--- config.mk ---
export PLATFORM = sky130hd
export DESIGN_NAME = ws_csr_ctrl_flat
export DESIGN_NICKNAME = d
export VERILOG_FILES = /design/src/rtl/ws_csr_ctrl_pkg.sv /design/src/rtl/ws_csr_ctrl_if.sv /design/src/rtl/ws_csr_ctrl.sv /design/src/flat_wrapper.sv
export SDC_FILE = /design/constraint.sdc
export NUM_CORES = 1
export LEC_CHECK = 0
export BUFFER_PORTS_ARGS = -buffer_cell sky130_fd_sc_hd__buf_4
export CAP_MARGIN = 20
export CORE_AREA = 3 3 188 190
export CTS_CLUSTER_DIAMETER = 40
export CTS_CLUSTER_SIZE = 10
export DETAILED_ROUTE_END_ITERATION = 12
export DIE_AREA = 0 0 191 193
export PLACE_DENSITY = 0.68
export SLEW_MARGIN = 40
export SYNTH_ARGS = -nofsm -noshare
export SYNTH_HDL_FRONTEND = slang
export SYNTH_SLANG_ARGS = --single-unit
export TNS_END_PERCENT = 5
--- constraint.sdc ---
create_clock -name clock -period 2.6 [get_ports clock]
set_input_delay 0.13 -clock clock [delete_from_list [all_inputs] [get_ports clock]]
set_output_delay 0.13 -clock clock [all_outputs]
set_load 0.005 [all_outputs]
--- src/rtl/ws_csr_ctrl_pkg.sv ---
// Shared types for the writeback-stage CSR initiator: MEM->WB bundle layout,
// CSR request bus layout, CSR op codes and the WB squash state.
package ws_csr_ctrl_pkg;

   typedef enum logic [1:0] {
      CSR_OP_NONE = 2'b00,
      CSR_OP_RD   = 2'b01,
      CSR_OP_WR   = 2'b10,
      CSR_OP_XCHG = 2'b11
   } csr_op_e;

   typedef enum logic {
      ST_RUN    = 1'b0,
      ST_SQUASH = 1'b1
   } ws_state_e;

   localparam logic [8:0] CSR_ERA   = 9'h006;
   localparam logic [5:0] ECODE_INT = 6'h00;

   // Field order is MSB first and matches the MEM stage packing.
   typedef struct packed {
      logic          ertn;
      logic          ex;
      logic [5:0]    ecode;
      logic [8:0]    esubcode;
      csr_op_e       csr_op;
      logic [8:0]    csr_num;
      logic [31:0]   rj_val;
      logic [31:0]   rkd_val;
      logic          gr_we;
      logic [4:0]    dest;
      logic [31:0]   result;
      logic [31:0]   vaddr;
      logic [31:0]   pc;
   } ms_ws_bus_t;

   typedef struct packed {
      logic [8:0]    num;
      logic          we;
      logic [31:0]   wmask;
      logic [31:0]   wvalue;
   } csr_req_t;

   // The bundle width follows the field list above (194 bits).
   localparam int MS_WS_BUS_WD = $bits(ms_ws_bus_t);
   localparam int CSR_BUS_WD   = $bits(csr_req_t);

endpackage

--- src/rtl/ws_csr_ctrl_if.sv ---
// WB <-> CSR file interface: request bus and commit events out, read data,
// interrupt and exception entry back.
interface ws_csr_ctrl_if
   import ws_csr_ctrl_pkg::*;
();
   logic [CSR_BUS_WD-1:0] ws_to_csr_bus;
   logic [31:0]           csr_rvalue;
   logic                  has_int;
   logic [31:0]           ex_entry;
   logic                  wb_ex;
   logic [5:0]            wb_ecode;
   logic [8:0]            wb_esubcode;
   logic [31:0]           wb_pc;
   logic [31:0]           wb_vaddr;
   logic                  ertn_flush;

   modport master (
      output ws_to_csr_bus, wb_ex, wb_ecode, wb_esubcode, wb_pc, wb_vaddr, ertn_flush,
      input  csr_rvalue, has_int, ex_entry
   );

   modport slave (
      input  ws_to_csr_bus, wb_ex, wb_ecode, wb_esubcode, wb_pc, wb_vaddr, ertn_flush,
      output csr_rvalue, has_int, ex_entry
   );
endinterface

--- src/rtl/ws_csr_ctrl.sv ---
// Writeback stage: retires one bundle per cycle, drives CSR requests and
// exception/ertn commits, and squashes the wrong path until the redirect PC arrives.
module ws_csr_ctrl
   import ws_csr_ctrl_pkg::*;
(
   input  logic                    clock,
   input  logic                    resetn,
   input  logic                    ms_to_ws_valid,
   output logic                    ws_allowin,
   input  logic [MS_WS_BUS_WD-1:0] ms_to_ws_bus,
   ws_csr_ctrl_if.master           csr_if,
   output logic                    flush_valid,
   output logic [31:0]             flush_target,
   output logic                    rf_we,
   output logic [4:0]              rf_waddr,
   output logic [31:0]             rf_wdata
);

   ws_state_e   r_state;
   logic        r_valid;
   ms_ws_bus_t  r_bus;
   logic [31:0] r_target_q;

   ms_ws_bus_t  w_in;
   logic        w_ready_go;
   logic        w_int;
   logic        w_ex;
   logic        w_ertn;
   logic        w_csr_write;
   csr_req_t    w_req;

   assign w_in       = ms_ws_bus_t'(ms_to_ws_bus);
   assign w_ready_go = 1'b1;
   assign ws_allowin = !r_valid || w_ready_go;

   // Commit priority: interrupt, then bundle exception, then ertn.
   assign w_int       = r_valid && csr_if.has_int;
   assign w_ex        = w_int || (r_valid && r_bus.ex);
   assign w_ertn      = r_valid && !w_ex && r_bus.ertn;
   assign w_csr_write = (r_bus.csr_op == CSR_OP_WR) || (r_bus.csr_op == CSR_OP_XCHG);

   always_comb begin
      w_req = '0;
      if (r_valid) begin
         // ertn reads ERA through the same read port to obtain its return PC.
         w_req.num = w_ertn ? CSR_ERA : r_bus.csr_num;
         w_req.we  = w_csr_write && !w_ex && !w_ertn;
         unique case (r_bus.csr_op)
            CSR_OP_WR: begin
               w_req.wmask  = 32'hFFFF_FFFF;
               w_req.wvalue = r_bus.rkd_val;
            end
            CSR_OP_XCHG: begin
               w_req.wmask  = r_bus.rj_val;
               w_req.wvalue = r_bus.rkd_val;
            end
            default: ;
         endcase
      end
   end

   assign csr_if.ws_to_csr_bus = w_req;
   assign csr_if.wb_ex         = w_ex;
   assign csr_if.ertn_flush    = w_ertn;
   assign csr_if.wb_pc         = r_valid ? r_bus.pc    : 32'h0;
   assign csr_if.wb_vaddr      = r_valid ? r_bus.vaddr : 32'h0;

   always_comb begin
      csr_if.wb_ecode    = '0;
      csr_if.wb_esubcode = '0;
      if (w_ex && !w_int) begin
         csr_if.wb_ecode    = r_bus.ecode;
         csr_if.wb_esubcode = r_bus.esubcode;
      end else if (w_int) begin
         csr_if.wb_ecode    = ECODE_INT;
         csr_if.wb_esubcode = '0;
      end
   end

   assign flush_valid  = w_ex || w_ertn;
   assign flush_target = w_ex ? csr_if.ex_entry : (w_ertn ? csr_if.csr_rvalue : 32'h0);

   assign rf_we    = r_valid && r_bus.gr_we && !w_ex && (r_state == ST_RUN);
   assign rf_waddr = r_valid ? r_bus.dest : 5'd0;
   assign rf_wdata = !r_valid ? 32'h0 :
                     (r_bus.csr_op != CSR_OP_NONE) ? csr_if.csr_rvalue : r_bus.result;

   always_ff @(posedge clock or negedge resetn) begin
      if (!resetn) begin
         r_state    <= ST_RUN;
         r_valid    <= 1'b0;
         r_bus      <= '0;
         r_target_q <= '0;
      end else if (flush_valid) begin
         // Anything arriving alongside the flush is younger than the faulting op.
         r_valid    <= 1'b0;
         r_state    <= ST_SQUASH;
         r_target_q <= flush_target;
      end else begin
         unique case (r_state)
            ST_RUN: begin
               r_valid <= ms_to_ws_valid && ws_allowin;
               if (ms_to_ws_valid && ws_allowin)
                  r_bus <= w_in;
            end
            ST_SQUASH: begin
               if (ms_to_ws_valid && (w_in.pc == r_target_q)) begin
                  r_valid <= 1'b1;
                  r_bus   <= w_in;
                  r_state <= ST_RUN;
               end else begin
                  r_valid <= 1'b0;
               end
            end
            default: begin
               r_valid <= 1'b0;
               r_state <= ST_RUN;
            end
         endcase
      end
   end

endmodule
--- src/flat_wrapper.sv ---
// flat-port wrapper written by rule: the top's interface ports become plain ports
module ws_csr_ctrl_flat import ws_csr_ctrl_pkg::*;
  (clock, resetn, ms_to_ws_valid, ws_allowin, ms_to_ws_bus, flush_valid, flush_target, rf_we, rf_waddr, rf_wdata, csr_if_ws_to_csr_bus, csr_if_wb_ex, csr_if_wb_ecode, csr_if_wb_esubcode, csr_if_wb_pc, csr_if_wb_vaddr, csr_if_ertn_flush, csr_if_csr_rvalue, csr_if_has_int, csr_if_ex_entry);
  ws_csr_ctrl_if csr_if_i ();
  input  logic clock;
  input  logic resetn;
  input  logic ms_to_ws_valid;
  output logic ws_allowin;
  input  logic [MS_WS_BUS_WD-1:0] ms_to_ws_bus;
  output logic flush_valid;
  output logic [31:0] flush_target;
  output logic rf_we;
  output logic [4:0] rf_waddr;
  output logic [31:0] rf_wdata;
  output wire logic [$bits(csr_if_i.ws_to_csr_bus)-1:0] csr_if_ws_to_csr_bus;
  output wire logic [$bits(csr_if_i.wb_ex)-1:0] csr_if_wb_ex;
  output wire logic [$bits(csr_if_i.wb_ecode)-1:0] csr_if_wb_ecode;
  output wire logic [$bits(csr_if_i.wb_esubcode)-1:0] csr_if_wb_esubcode;
  output wire logic [$bits(csr_if_i.wb_pc)-1:0] csr_if_wb_pc;
  output wire logic [$bits(csr_if_i.wb_vaddr)-1:0] csr_if_wb_vaddr;
  output wire logic [$bits(csr_if_i.ertn_flush)-1:0] csr_if_ertn_flush;
  input wire logic [$bits(csr_if_i.csr_rvalue)-1:0] csr_if_csr_rvalue;
  input wire logic [$bits(csr_if_i.has_int)-1:0] csr_if_has_int;
  input wire logic [$bits(csr_if_i.ex_entry)-1:0] csr_if_ex_entry;
  assign csr_if_ws_to_csr_bus = csr_if_i.ws_to_csr_bus;
  assign csr_if_wb_ex = csr_if_i.wb_ex;
  assign csr_if_wb_ecode = csr_if_i.wb_ecode;
  assign csr_if_wb_esubcode = csr_if_i.wb_esubcode;
  assign csr_if_wb_pc = csr_if_i.wb_pc;
  assign csr_if_wb_vaddr = csr_if_i.wb_vaddr;
  assign csr_if_ertn_flush = csr_if_i.ertn_flush;
  assign csr_if_i.csr_rvalue = csr_if_csr_rvalue;
  assign csr_if_i.has_int = csr_if_has_int;
  assign csr_if_i.ex_entry = csr_if_ex_entry;
  ws_csr_ctrl u_core (.clock(clock), .resetn(resetn), .ms_to_ws_valid(ms_to_ws_valid), .ws_allowin(ws_allowin), .ms_to_ws_bus(ms_to_ws_bus), .csr_if(csr_if_i), .flush_valid(flush_valid), .flush_target(flush_target), .rf_we(rf_we), .rf_waddr(rf_waddr), .rf_wdata(rf_wdata));
endmodule
# == Yosys cells after proc, flatten, opt, wreduce, memory -nomap -nowiden ==
# Index checks and enable logic that the tools add are counted.
# word_totals
ff_bits,228
inputBits,262
word_cells,63
out_inout_bits,227
# classes
eq_ne,5
mux,21
reduce_logical,19
bitwise,2
# ops
op,count
$mux W194,2
$pmux W194 S2,1
$mux W32,6
$pmux W64 S2,1
$mux W74,1
$eq A32 B32 Y1,1
$mux W9,2
$logic_and A1 B1 Y1,11
$mux W6,1
$mux W1,5
$mux W5,1
$eq A2 B2 Y1 const B,2
$ne A2 B2 Y1 const B,2
$logic_not A1 Y1,3
$logic_or A1 B1 Y1,3
$reduce_and A3 Y1,1
$not A1 Y1,2
$pmux W1 S2,1
$reduce_bool A2 Y1,1

# == Logic depth before layout (Yosys ltp) ==
# logic_depth
ltp_word,8
mapped_depth,9
mapped_depth_nobuf,6

# == Worst setup path before layout ==
# No wires, ideal clock.
# synth_path
kind,flip-flop to flip-flop
startpoint,reg u_core.r_target_q[14]
endpoint,reg u_core.r_bus[102] (netlist bit)
synth_period_minus_slack_ns,2.204
slack_ns,0.396
t_arrival_ns,2.079
stages_incl_launch_ff,10
setup_ns,0.125
n_path_buf,3
required_time_ns,2.475
cell_sequence,dfrtp_1 xor2_1 nor4_1 nand3_1 nor4_2 o22a_1 buf_4 buf_12 buf_12 mux2_4
# synth_via
elab_chain_len,4
# synth_rtl
element,line_no,text
start: declaration,ws_csr_ctrl.sv:22,logic [31:0] r_target_q;
start signal: assignment,ws_csr_ctrl.sv:98,r_target_q <= flush_target;
$eq A32 B32 Y1,ws_csr_ctrl.sv:107,if (ms_to_ws_valid && (w_in.pc == r_target_q)) begin
$logic_and A1 B1 Y1,ws_csr_ctrl.sv:107,
$ne A2 B2 Y1 (no line),-,
$reduce_and A3 Y1 (no line),-,
end signal: assignment,ws_csr_ctrl.sv:104,r_bus <= w_in;
end signal: assignment,ws_csr_ctrl.sv:109,r_bus <= w_in;
end: declaration,ws_csr_ctrl.sv:21,ms_ws_bus_t r_bus;
# No other way between the ends.
# A chain may end at the register's enable or synchronous reset.

# == Worst setup path after layout ==
# layout_path
startpoint,reg u_core.r_target_q[7]
endpoint,reg u_core.r_bus[35] (netlist bit)
# Same word-level chain as after synthesis.

==> flow_summary.ini <==
[outcome]
run_status = finished clean

[timing]
maxSlewViolCount = 0
max_freq_mhz = 402.1
worst-slew-pin-transition_ns = 0.6353
finalCritPeriodShare_pct = 95.66
hold_viol = 0
tns_ns = 0
min_period_ns = 2.487
unrepaired_setup_endpoints_after_global_routing = no
report.final.setup_viol = 0
fin_hold_ws_ns = 0.01653
timing.clock.skew_ns = 0.02080
relSlewSlack_pct = 57.65

[cells_and_area]
final_util_pct = 57.06
finish.net_count = 1924
regArea_um2 = 5709
most-common-layout-cells = sky130_fd_sc_hd__buf_4 (508), sky130_fd_sc_hd__dlygate4sd3_1 (230), sky130_fd_sc_hd__dfrtp_1 (227)
drive_above_1_share_pct = 44.31
multi_input_comb_area_um2 = 4926
synthToLayoutAreaGrowth_pct = 69.50
antenna-diode-count = 0
final_area_um2 = 19180
fillCellCount = 2610
layout_commonest_cell = sky130_fd_sc_hd__buf_4

[power_and_ir_drop]
pd_cells_nw_per_um2 = 938.0
power.switching_mw = 5.619
leakage_power_summed_over_all_cells_nw = 9.621
clock_share_of_power_pct = 28.6
power.switching_fraction_pct = 31.23
pwr-share-comb_pct = 35.3
share_seq_of_total_power_pct = 36.0
power.ir.vdd_worst_v = 0.0005188
p_int_mw = 12.37

[clocking]
insertion_delay_ns = 0.52
post_cts.repair.setup_buffers = 0
cts_max_level = 2
clk_path_buf_depth = 3
numClockSinks = 228
cts_tree = done
cts.reportedPaths.clkPinSlew_ns = 0.05
ctsRootBufferMaster = sky130_fd_sc_hd__clkbuf_16
numCtsBuffers = 40

[critical_path]
worst_setup_path_end_kind = register
critical_path_arrival_ns = 2.88
timing.critical_path.required_ns = 2.99
r2r_cells = 8
timing.critical_path.from_type = register
crit_type = register to register
r2r-end = u_core.r_bus[35]$_DFFE_PN0P_
origin_of_the_critical_flop_to_flop_path = u_core.r_target_q[7]$_DFFE_PN0P_
reg2reg_slack_ns = 0.11
path_max_fanout = 16

[global_route]
grt-ovfl-total = 0
grt_start_max_net_pins = 94
vias_in_the_first_global_route = 11210
wire_length_of_the_first_global_routing_pass_um = 64470
antenna_found_initial = 2
global_route_usage_sum_pct = 22.66

[floorplanning]
design.die.area_um2 = 36860
die_w_um = 191
die_height_um = 193
initial_core_util_pct = 33.67
fp-row-count = 67
top_level_ports = 489
design.core.area_um2 = 33620

[synth]
mapped_area_um2 = 11320
syn_area_cell_um2 = 12.13
yosys_register_bits = 228
synth_edf_count = 0
mapped_nets = 1195
syn-instance-count = 933
postSynth.asyncResetShare_pct = 100.0
yosys_warning_count = 0
synth-main-ff-cell = sky130_fd_sc_hd__dfrtp_1
synth_seq_area_share_pct = 50.41
yosys.cell_types.count = 30

[min_path]
hold_path.startpoint = csr_if_ex_entry[31]
min_to = u_core.r_target_q[31]$_DFFE_PN0P_
worst_hold_path.num_cells = 4
hold_path_class = input port to register

[drt]
viasPerCell = 4.777
dr_total_vias = 10200
dr.pass1.iters = 4
wirelength_um = 43710
postRouteAntennaNets = 0
detail_route.drc_violations = 0
detailed_router_s_first_iteration_violation_count = 410
avgRoutedWirePerCell_um = 20.47

[place]
port_buffers = 487
dp.final_hpwl_um = 29480
gp_congestion = 0.8054
place_area_um2 = 15510

[job]
cap_viol_max_count = 0
worst max-delay path, stage by stage, from the launching register on:
cell and delay [ns]:
sky130_fd_sc_hd__dfrtp_1 0.40, sky130_fd_sc_hd__xor2_1 0.18, sky130_fd_sc_hd__nor4_2 0.38, sky130_fd_sc_hd__nand4_1 0.20, sky130_fd_sc_hd__nor4_4 0.23, sky130_fd_sc_hd__o22a_4 0.25
sky130_fd_sc_hd__buf_12 0.17, sky130_fd_sc_hd__buf_12 0.17, sky130_fd_sc_hd__mux2_2 0.37
through the flow:
stage / std cells / power [mW] / worst slack, ns
6_report: 2136 / 17.99 / 0.1129
4_1_cts: 2136 / 17.96 / 0.04879
3_3_place_gp: 1838 / 12.16 / -0.2481
5_1_grt: 2136 / 18.93 / 0.0004725
2_1_floorplan: 933 / 10.01 / 0.3958
3_5_place_dp: 1838 / 12.38 / -0.2217
logic make-up (layout without fill, tap and decap cells):
group                     after synthesis  count (layout)  share of synthesized area [%]
AOI/OAI and AO/OA                     130             130                          7.617
xor gates and xnor gates               32              32                          2.477
muxes                                 194             194                          22.62
other                                   1               1                        0.03314
buffers and inverters                 133             888                          6.589
and+or+nand+nor                       215             215                          10.25
DFF                                   228             228                          50.41
state kept, by name, summed over array words and instances, names as in the netlist:
register / cells
u_core.r_valid: 1
u_core.r_target_q: 32
u_core.r_state: 1
u_core.r_bus: 194
cell usage after synthesis, drive strengths merged (7+ instances only):
| cell type | n | share of area (%) |
|---|---|---|
| buf | 24 | 3.0 |
| a21oi | 64 | 2.8 |
| clkbuf | 43 | 1.4 |
| nand2 | 70 | 2.3 |
| mux2 | 194 | 23 |
| inv | 66 | 2.2 |
| xor2 | 27 | 2.1 |
| a21boi | 32 | 2.1 |
| and2 | 84 | 4.6 |
| nor4 | 7 | 0.44 |
| dfrtp | 228 | 50 |
| a22o | 32 | 2.5 |
| and3 | 39 | 2.2 |
worst max-delay path by stage:
stage | start | end | slack (ns)
floorplan | u_core.r_target_q[14]$_DFFE_PN0P_ | u_core.r_bus[102]$_DFFE_PN0P_ | 0.40
detailed placement | u_core.r_target_q[24]$_DFFE_PN0P_ | u_core.r_bus[132]$_DFFE_PN0P_ | -0.22
global route | u_core.r_target_q[14]$_DFFE_PN0P_ | u_core.r_bus[166]$_DFFE_PN0P_ | 0.0005
global placement | u_core.r_target_q[24]$_DFFE_PN0P_ | u_core.r_bus[103]$_DFFE_PN0P_ | -0.25
finish | u_core.r_target_q[7]$_DFFE_PN0P_ | u_core.r_bus[35]$_DFFE_PN0P_ | 0.11
CTS | u_core.r_target_q[6]$_DFFE_PN0P_ | u_core.r_bus[132]$_DFFE_PN0P_ | 0.05
cell type report:
cell class              count  share of cell area (%)
clock buffers              48                   5.799
clock inverters            20                   1.070
inverters                  66                   1.292
multi-input cells         572                   25.68
flip-flops and latches    228                   29.76
well taps                 448                   2.922
repair buffers            754                   33.47
metal layers:
metal / vias up / routed length, µm / track usage, %
met3: 91 / 3352 / 5.677
met4: 4 / 1478 / 8.609
met2: 501 / 21850 / 40.10
li1: 4611 / - / -
met1: 4996 / 17020 / 26.62
met5: - / 14 / 0
repair_timing:
action / CTS / global route
resized for setup: 6 / 2
hold buffers: 230 / 0
setup endpoints to repair: 191 / 92
hold endpoints to repair: 280 / 0
pin swaps: 4 / 2
power by group through the flow:
stage                     clock [mW]  combinational (mW)  sequential, mW
after floorplan                    0                3.98            6.03
after global placement             0                5.79            6.37
after detailed placement           0                5.98            6.40
after CTS                       5.24                6.31            6.40
after global routing            5.40                6.87            6.66
final                           5.15                6.36            6.48
No activity file was read; power rests on OpenSTA's default activity.
